<file path="src/rtl/dmem_port_arbiter_if.sv">
// Bundle of the core/debug request ports, the debug halt handshake and the MMU data port.
// The arbiter takes the slave view; requesters and the MMU model take the master view.
interface dmem_port_arbiter_if;
    logic        c_req;
    logic        c_we;
    logic [31:0] c_addr;
    logic [31:0] c_wdata;
    logic [3:0]  c_be;
    logic        c_signed;
    logic        c_gnt;
    logic        c_rvalid;
    logic [31:0] c_rdata;

    logic        d_req;
    logic        d_we;
    logic [31:0] d_addr;
    logic [31:0] d_wdata;
    logic [3:0]  d_be;
    logic        d_signed;
    logic        d_gnt;
    logic        d_rvalid;
    logic [31:0] d_rdata;

    logic        dbg_halt;
    logic        dbg_halt_ack;

    logic        dm_we;
    logic [31:0] dm_addr;
    logic [31:0] dm_di;
    logic [3:0]  dm_be;
    logic        dm_signed;
    logic [31:0] dm_do;

    modport slave (
        input  c_req, c_we, c_addr, c_wdata, c_be, c_signed,
        output c_gnt, c_rvalid, c_rdata,
        input  d_req, d_we, d_addr, d_wdata, d_be, d_signed,
        output d_gnt, d_rvalid, d_rdata,
        input  dbg_halt,
        output dbg_halt_ack,
        output dm_we, dm_addr, dm_di, dm_be, dm_signed,
        input  dm_do
    );

    modport master (
        output c_req, c_we, c_addr, c_wdata, c_be, c_signed,
        input  c_gnt, c_rvalid, c_rdata,
        output d_req, d_we, d_addr, d_wdata, d_be, d_signed,
        input  d_gnt, d_rvalid, d_rdata,
        output dbg_halt,
        input  dbg_halt_ack,
        input  dm_we, dm_addr, dm_di, dm_be, dm_signed,
        output dm_do
    );
endinterface

</file>
<file path="src/rtl/dmem_port_arbiter.sv">
// Shares one MMU data port between the core (C) and the debug/boot loader (D),
// with starvation override for D, read-data return routing and a debug halt handshake.
module dmem_port_arbiter #(
    parameter int MAX_WAIT = 4,
    parameter int WAIT_W   = 3
) (
    input  logic                  clk,
    input  logic                  resetb,
    dmem_port_arbiter_if.slave    bus
);
    typedef enum logic [1:0] {ARB, DRAIN, HALT} state_t;
    typedef enum logic [1:0] {OWN_NONE, OWN_C, OWN_D} owner_t;

    state_t              state;
    state_t              state_nxt;
    owner_t              rd_owner;
    logic [WAIT_W-1:0]   wait_cnt;
    logic                halt_ack;
    logic                c_gnt;
    logic                d_gnt;
    logic                d_starved;

    assign d_starved = (wait_cnt == WAIT_W'(MAX_WAIT));

    always_comb begin
        // NOTE: every output of this block gets a default first, so no path can infer a latch.
        c_gnt     = 1'b0;
        d_gnt     = 1'b0;
        state_nxt = state;
        case (state)
            ARB: begin
                if (bus.c_req && !(bus.d_req && d_starved)) begin
                    c_gnt = 1'b1;
                end else if (bus.d_req) begin
                    d_gnt = 1'b1;
                end
                state_nxt = bus.dbg_halt ? DRAIN : ARB;
            end
            DRAIN: state_nxt = bus.dbg_halt ? HALT : ARB;
            HALT: begin
                d_gnt     = bus.d_req;
                state_nxt = bus.dbg_halt ? HALT : ARB;
            end
            default: state_nxt = ARB;
        endcase
        // Grants are combinational, so they must be forced off while reset is asserted.
        if (!resetb) begin
            c_gnt = 1'b0;
            d_gnt = 1'b0;
        end
    end

    always_comb begin
        bus.dm_we     = 1'b0;
        bus.dm_addr   = '0;
        bus.dm_di     = '0;
        bus.dm_be     = '0;
        bus.dm_signed = 1'b0;
        if (c_gnt) begin
            bus.dm_we     = bus.c_we;
            bus.dm_addr   = bus.c_addr;
            bus.dm_di     = bus.c_wdata;
            bus.dm_be     = bus.c_be;
            bus.dm_signed = bus.c_signed;
        end else if (d_gnt) begin
            bus.dm_we     = bus.d_we;
            bus.dm_addr   = bus.d_addr;
            bus.dm_di     = bus.d_wdata;
            bus.dm_be     = bus.d_be;
            bus.dm_signed = bus.d_signed;
        end
    end

    always_ff @(posedge clk or negedge resetb) begin
        // NOTE: state is updated with non-blocking assignments so every flop samples pre-edge values.
        if (!resetb) begin
            state    <= ARB;
            wait_cnt <= '0;
            rd_owner <= OWN_NONE;
            halt_ack <= 1'b0;
        end else begin
            state    <= state_nxt;
            halt_ack <= (state_nxt == HALT);

            if (state == ARB && bus.d_req && !d_gnt) begin
                wait_cnt <= d_starved ? wait_cnt : wait_cnt + WAIT_W'(1);
            end else begin
                wait_cnt <= '0;
            end

            if (c_gnt && !bus.c_we) begin
                rd_owner <= OWN_C;
            end else if (d_gnt && !bus.d_we) begin
                rd_owner <= OWN_D;
            end else begin
                rd_owner <= OWN_NONE;
            end
        end
    end

    assign bus.c_gnt        = c_gnt;
    assign bus.d_gnt        = d_gnt;
    assign bus.c_rvalid     = (rd_owner == OWN_C);
    assign bus.d_rvalid     = (rd_owner == OWN_D);
    assign bus.c_rdata      = bus.dm_do;
    assign bus.d_rdata      = bus.dm_do;
    assign bus.dbg_halt_ack = halt_ack;
endmodule

</file>
<file path="src/flat_wrapper.sv">
// flat-port wrapper written by rule: the top's interface ports become plain ports
module dmem_port_arbiter_flat 
#(
    parameter int MAX_WAIT = 4,
    parameter int WAIT_W   = 3
)
  (clk, resetb, bus_c_req, bus_c_we, bus_c_addr, bus_c_wdata, bus_c_be, bus_c_signed, bus_c_gnt, bus_c_rvalid, bus_c_rdata, bus_d_req, bus_d_we, bus_d_addr, bus_d_wdata, bus_d_be, bus_d_signed, bus_d_gnt, bus_d_rvalid, bus_d_rdata, bus_dbg_halt, bus_dbg_halt_ack, bus_dm_we, bus_dm_addr, bus_dm_di, bus_dm_be, bus_dm_signed, bus_dm_do);
  dmem_port_arbiter_if bus_i ();
  input  logic clk;
  input  logic resetb;
  input wire logic [$bits(bus_i.c_req)-1:0] bus_c_req;
  input wire logic [$bits(bus_i.c_we)-1:0] bus_c_we;
  input wire logic [$bits(bus_i.c_addr)-1:0] bus_c_addr;
  input wire logic [$bits(bus_i.c_wdata)-1:0] bus_c_wdata;
  input wire logic [$bits(bus_i.c_be)-1:0] bus_c_be;
  input wire logic [$bits(bus_i.c_signed)-1:0] bus_c_signed;
  output wire logic [$bits(bus_i.c_gnt)-1:0] bus_c_gnt;
  output wire logic [$bits(bus_i.c_rvalid)-1:0] bus_c_rvalid;
  output wire logic [$bits(bus_i.c_rdata)-1:0] bus_c_rdata;
  input wire logic [$bits(bus_i.d_req)-1:0] bus_d_req;
  input wire logic [$bits(bus_i.d_we)-1:0] bus_d_we;
  input wire logic [$bits(bus_i.d_addr)-1:0] bus_d_addr;
  input wire logic [$bits(bus_i.d_wdata)-1:0] bus_d_wdata;
  input wire logic [$bits(bus_i.d_be)-1:0] bus_d_be;
  input wire logic [$bits(bus_i.d_signed)-1:0] bus_d_signed;
  output wire logic [$bits(bus_i.d_gnt)-1:0] bus_d_gnt;
  output wire logic [$bits(bus_i.d_rvalid)-1:0] bus_d_rvalid;
  output wire logic [$bits(bus_i.d_rdata)-1:0] bus_d_rdata;
  input wire logic [$bits(bus_i.dbg_halt)-1:0] bus_dbg_halt;
  output wire logic [$bits(bus_i.dbg_halt_ack)-1:0] bus_dbg_halt_ack;
  output wire logic [$bits(bus_i.dm_we)-1:0] bus_dm_we;
  output wire logic [$bits(bus_i.dm_addr)-1:0] bus_dm_addr;
  output wire logic [$bits(bus_i.dm_di)-1:0] bus_dm_di;
  output wire logic [$bits(bus_i.dm_be)-1:0] bus_dm_be;
  output wire logic [$bits(bus_i.dm_signed)-1:0] bus_dm_signed;
  input wire logic [$bits(bus_i.dm_do)-1:0] bus_dm_do;
  assign bus_i.c_req = bus_c_req;
  assign bus_i.c_we = bus_c_we;
  assign bus_i.c_addr = bus_c_addr;
  assign bus_i.c_wdata = bus_c_wdata;
  assign bus_i.c_be = bus_c_be;
  assign bus_i.c_signed = bus_c_signed;
  assign bus_c_gnt = bus_i.c_gnt;
  assign bus_c_rvalid = bus_i.c_rvalid;
  assign bus_c_rdata = bus_i.c_rdata;
  assign bus_i.d_req = bus_d_req;
  assign bus_i.d_we = bus_d_we;
  assign bus_i.d_addr = bus_d_addr;
  assign bus_i.d_wdata = bus_d_wdata;
  assign bus_i.d_be = bus_d_be;
  assign bus_i.d_signed = bus_d_signed;
  assign bus_d_gnt = bus_i.d_gnt;
  assign bus_d_rvalid = bus_i.d_rvalid;
  assign bus_d_rdata = bus_i.d_rdata;
  assign bus_i.dbg_halt = bus_dbg_halt;
  assign bus_dbg_halt_ack = bus_i.dbg_halt_ack;
  assign bus_dm_we = bus_i.dm_we;
  assign bus_dm_addr = bus_i.dm_addr;
  assign bus_dm_di = bus_i.dm_di;
  assign bus_dm_be = bus_i.dm_be;
  assign bus_dm_signed = bus_i.dm_signed;
  assign bus_i.dm_do = bus_dm_do;
  dmem_port_arbiter #(.MAX_WAIT(MAX_WAIT), .WAIT_W(WAIT_W)) u_core (.clk(clk), .resetb(resetb), .bus(bus_i));
endmodule
</file>
<file path="config.mk">
export PLATFORM = sky130hd
export DESIGN_NAME = dmem_port_arbiter_flat
export DESIGN_NICKNAME = d
export VERILOG_FILES = /design/src/rtl/dmem_port_arbiter_if.sv /design/src/rtl/dmem_port_arbiter.sv /design/src/flat_wrapper.sv
export SDC_FILE = /design/constraint.sdc
export NUM_CORES = 1
export LEC_CHECK = 0
export CAP_MARGIN = 30
export CORE_AREA = 2 2 121 123
export CTS_CLUSTER_DIAMETER = 80
export DETAILED_ROUTE_END_ITERATION = 7
export DIE_AREA = 0 0 123 125
export PLACE_DENSITY = 0.64
export REMOVE_ABC_BUFFERS = 1
export SETUP_SLACK_MARGIN = 0.15
export SYNTH_ARGS = -nofsm -noshare
export SYNTH_HDL_FRONTEND = slang
export SYNTH_SLANG_ARGS = --single-unit
</file>
<file path="constraint.sdc">
create_clock -name clk -period 1.95 [get_ports clk]
set_input_delay 0.4875 -clock clk [delete_from_list [all_inputs] [get_ports clk]]
set_output_delay 0.4875 -clock clk [all_outputs]
set_load 0.005 [all_outputs]
</file>
* Yosys cells after proc, flatten, opt, wreduce, memory -nomap -nowiden
Index checks and enable logic that the tools add are counted.
** Storage, ports and cells
- Register bits :: 8
- Input port bits :: 177
- Output and inout bits :: 139
- Logic and storage cells :: 48
** Operators by class
- $add $sub $neg :: 1
- Eq/ne operators :: 7
- Multiplexer cells :: 24
- Reduce and logical (&&, ||, !) cells :: 12
** Operator list (count)
- two-way mux 32 bit :: 4
- two-way mux 1 bit :: 11
- two-way mux 4 bit :: 2
- == test 2 bit (second input constant) :: 3
- logical AND 1 bit :: 6
- two-way mux 2 bit :: 3
- two-way mux 3 bit :: 2
- == test 2 x 1 -> 1 bit (second input constant) :: 2
- zero test 1 bit :: 4
- one-hot mux 2 bit (2 select lines) :: 1
- adder 3 x 1 -> 3 bit (second input constant) :: 1
- == test 3 bit (second input constant) :: 1
- zero test 2 bit :: 1
- inequality test 2 bit (second input constant) :: 1
- one-hot mux 1 bit (2 select lines) :: 1
- OR reduction 2 bit :: 1

* Longest topological paths before layout
- Depth after elaboration :: 10
- Mapped depth :: 7
- Depth with buffers taken out :: 5

* Least setup slack after synthesis
Ideal clock, no wire load.
- Kind :: reg2out
- From :: register u_core.state[0]
- To :: output bus_dm_addr[0]
- Arrival time :: 1.625 ns
- Required time :: 1.462 ns
- Setup slack :: -0.163 ns
- Cell stages (with the launch flop) :: 8
- Path buffers :: 2
- Cell sequence :: dfrtp_1 inv_1 ha_1 buf_2 nor2_1 a311oi_4 buf_6 a22o_1
** Between the ends
- Longest elaborated chain between the ends :: 5
- Elaborated cells on any way between the ends :: 8
- Classes of those cells :: 1 x eq/ne; 6 x mux; 1 x reduce/logical
** RTL lines
- start, declared :: line dmem_port_arbiter.sv:14 : state_t state;
- start signal, assigned :: line dmem_port_arbiter.sv:82 : state <= state_nxt;
- == test 2 bit or zero test 2 bit (tied branches) :: line dmem_port_arbiter.sv:30 : case (state)
- one-hot mux 1 bit (2 select lines) :: line dmem_port_arbiter.sv:30
- two-way mux 1 bit :: line dmem_port_arbiter.sv:47 : if (!resetb) begin
- two-way mux 32 bit :: line dmem_port_arbiter.sv:65 : end else if (d_gnt) begin
- two-way mux 32 bit (*) :: line dmem_port_arbiter.sv:59 : if (c_gnt) begin
- end, declared :: line flat_wrapper.sv:32 : output wire logic [$bits(bus_i.dm_addr)-1:0] bus_dm_addr;
Every way passes the cells marked *; elsewhere a longest branch is shown, timed or not.

* Final worst setup path
- From :: register u_core.state[0]
- To :: output bus_dm_addr[28]
Same word-level chain as after synthesis.

==> impl_metrics.env <==
export IMPL_ff2ff_path_depth=7
export IMPL_worstSetupPathType="reg2out"
export IMPL_core_sq_um=14200
export IMPL_clock_latency_ns=0.24
export IMPL_avgSynthCellArea_sq_um=9.00
export IMPL_timing_final_ws_setup_ns=-0.683
export IMPL_via_per_inst=4.31
export IMPL_synth_yosys_warnings=0
export IMPL_worst_ir_drop_vdd_mv=0.575
export IMPL_period_needed_ns=2.63
export IMPL_worstMarginPinSlew_ns=0.236
export IMPL_die_width_um=123
export IMPL_power_leakage_nw=2.43
export IMPL_syn_instance_count=194
export IMPL_rsz0062_at_grt="yes"
export IMPL_maxSlewViolCount=0
export IMPL_pre_cts_slack_ns=-1.06
export IMPL_cts_root_buf="clkbuf_16"
export IMPL_cp_endpoint="bus_dm_addr[28]"
export IMPL_synthesis_area_sq_um=1750
export IMPL_fraction_of_the_mapped_netlist_area_in_compound_gates_pct=43.5
export IMPL_fraction_of_the_yosys_area_taken_by_sequential_cells_pct=11.5
export IMPL_dr_pass1_iters=4
export IMPL_grt_pass1_wl_um=21500
export IMPL_synthAdderAreaFrac_pct=3.58
export IMPL_postRouteWirelength_um=16700
export IMPL_ys_types=27
export IMPL_route_detailed_wl_per_inst_um=27.9
export IMPL_share_of_cells_above_drive_strength_1_pct=54.2
export IMPL_overall_die_area_sq_um=15400
export IMPL_cts_buffers=3
export IMPL_syn_to_final_growth_pct=205
export IMPL_first_global_vias=2883
export IMPL_yosys_area_share_xor_xnor_pct=0.501
export IMPL_synthSimpleGateAreaFrac_pct=5.59
export IMPL_period_share_pct=135
export IMPL_endpoint_required_time_on_the_critical_path_ns=1.46
export IMPL_design_portCount=316
export IMPL_whs_ns=0.389
export IMPL_max_cap_violations=0
export IMPL_gp_congestion=0.869
export IMPL_final_cell_mix="143 x clkdlybuf4s50_1, 75 x buf_6, 54 x a22o_4"
export IMPL_dpl_cell_count=540
export IMPL_reg2reg_slack_ns=0.36
export IMPL_synth_top_family_by_area="compound AO/OA/AOI/OAI gates"
export IMPL_finalSetupViolCount=72
export IMPL_maximum_number_of_pins_on_one_net_before_global_route_repair=19
export IMPL_detailroute_via_count=2592
export IMPL_clkTransAtPathRegs_ns=0.04
export IMPL_globalRoute_totalOverflow=0
export IMPL_setup_tns_ns=-37.40
export IMPL_yosys_register_bits=8
export IMPL_drtIter0Drc=42
export IMPL_crit_reg2reg_launch="u_core.wait_cnt[1]"
export IMPL_hold_viol_final=0
export IMPL_antenna_diode_count=0
export IMPL_start_kind="flip-flop"
export IMPL_cts_root_to_sink_buffers=2
export IMPL_fp_dieH_um=125
export IMPL_cts_sinks=8
export IMPL_hold_buffers=0
export IMPL_fp_row_count=44
export IMPL_initial_utilization_pct=12.3
export IMPL_run_status="finished with violations"
export IMPL_timing_critical_path_to_type="output pin"
export IMPL_worst_clock_skew_ns=0.000517
export IMPL_io_buffers=219
export IMPL_grt_total_usage_pct=20.1
export IMPL_drc=0
export IMPL_final_cell_count_no_fill=601
export IMPL_layout_cells_most_common="clkdlybuf4s50_1"
export IMPL_critical_path_max_fanout=6
export IMPL_dpl_hpwl_um=12200
export IMPL_drtAntennaViolNets=0
export IMPL_final_net_count=601
export IMPL_multiplexer_share_of_the_synthesized_area_pct=0.573
export IMPL_power_density_cell_area_nw_per_um2=497
export IMPL_tritoncts="done"
export IMPL_slew_headroom_pct=84.1
export IMPL_maxClockFrequency_mhz=380
export IMPL_timing_hold_worst_class="in2async"
export IMPL_cp_data_arrival_time_ns=2.15
export IMPL_fillerInstances=1355
export IMPL_failing_checks="setup timing"
export IMPL_antenna_found_initial=0
export IMPL_timing_rr_end="u_core.wait_cnt[1]"
export IMPL_cts_htree_levels=1
export IMPL_worst_setup_path_startpoint="u_core.state[0]"
sequential cells by signal (all words and copies together) (netlist names):
name                     cells
u_core.wait_cnt              3
u_core.rd_owner              2
u_core.state                 2
u_core.bus.dbg_halt_ack      1
synth_stat cells:
cell type | count | area [sq um]
dfrtp_1 | 8 | 200
a31oi_2 | 1 | 12.5
a22o_2 | 58 | 581
o21ai_0 | 1 | 5.00
nand3b_1 | 1 | 7.51
xnor2_1 | 1 | 8.76
ha_1 | 5 | 62.6
buf_2 | 3 | 15.0
nor2_1 | 3 | 11.3
nand2b_1 | 1 | 6.26
a22o_1 | 12 | 105
nand3_1 | 1 | 5.00
nor2b_1 | 3 | 18.8
a21bo_2 | 1 | 10.0
buf_4 | 64 | 480
nor3_1 | 5 | 25.0
o21a_1 | 1 | 7.51
mux2i_1 | 1 | 10.0
inv_1 | 4 | 15.0
clkbuf_1 | 5 | 18.8
a21oi_1 | 1 | 5.00
and2_1 | 1 | 6.26
nand2_1 | 3 | 11.3
a311oi_4 | 1 | 26.3
buf_6 | 7 | 78.8
nand2_2 | 1 | 6.26
a22oi_1 | 1 | 7.51
worst min-delay path by stage:
stage,slack [ns],to,depth (start not counted)
floorplan,0.19,u_core.bus.dbg_halt_ack,0
global placement,0.63,u_core.wait_cnt[0],3
detailed placement,0.66,u_core.wait_cnt[0],3
CTS,0.38,u_core.wait_cnt[1],2
global route,0.42,u_core.wait_cnt[1],2
finish,0.39,u_core.wait_cnt[1],2
where the power goes:
group / internal [mW] / total, mW / switching (mW)
clock: 0.265 / 0.356 / 0.0911
combinational: 1.39 / 2.10 / 0.705
sequential: 0.187 / 0.197 / 0.0104
metrics by stage:
step	power [mW]	utilization [%]	cell area, sq um
4_1_cts	2.53	35.8	5090
2_1_floorplan	0.605	-	1150
6_report	2.65	37.5	5330
3_3_place_gp	1.46	26.8	3800
3_5_place_dp	1.47	26.8	3800
5_1_grt	2.78	37.5	5330
final cells by class:
cell class	instances	area [sq um]	share of cell area [%]
Tap cell	184	230	4.32
Sequential cell	8	200	3.76
Multi-Input combinational cell	103	1410	26.5
Inverter	4	15.0	0.282
Timing Repair Buffer	299	3390	63.7
Clock buffer	3	75.1	1.41
what timing repair did:
action / in CTS / in global routing
hold endpoints to repair: 0 / 0
setup buffers: 40 / 3
gates cloned: 11 / 4
endpoints found under the setup margin: 72 / 73
resized for setup: 439 / 23
pin swaps: 19 / 13
logic make-up after synthesis:
logic type,count (synthesis)
flops,8
fa+ha+maj,5
mux,1
buf+inv,83
compound gates,77
xor+xnor,1
simple gates,19
worst max-delay path, cell delays in order (launching register included):
cell	delay (ns)
dfrtp_1	0.38
inv_2	0.10
ha_4	0.16
buf_6	0.12
a311oi_4	0.08
buf_6	0.14
buf_12	0.12
buf_12	0.12
buf_16	0.12
buf_8	0.13
buf_6	0.12
a22o_4	0.21
buf_6	0.11
per-layer routing:
layer	vias up	GRT usage, %	part of all wire [%]
li1	1121	-	-
met1	1198	18.7	32
met2	228	30.3	44
met3	39	14.3	16
met4	6	12.8	7.0
met5	-	11.5	1.3
No activity file was read; power rests on OpenSTA's default activity.
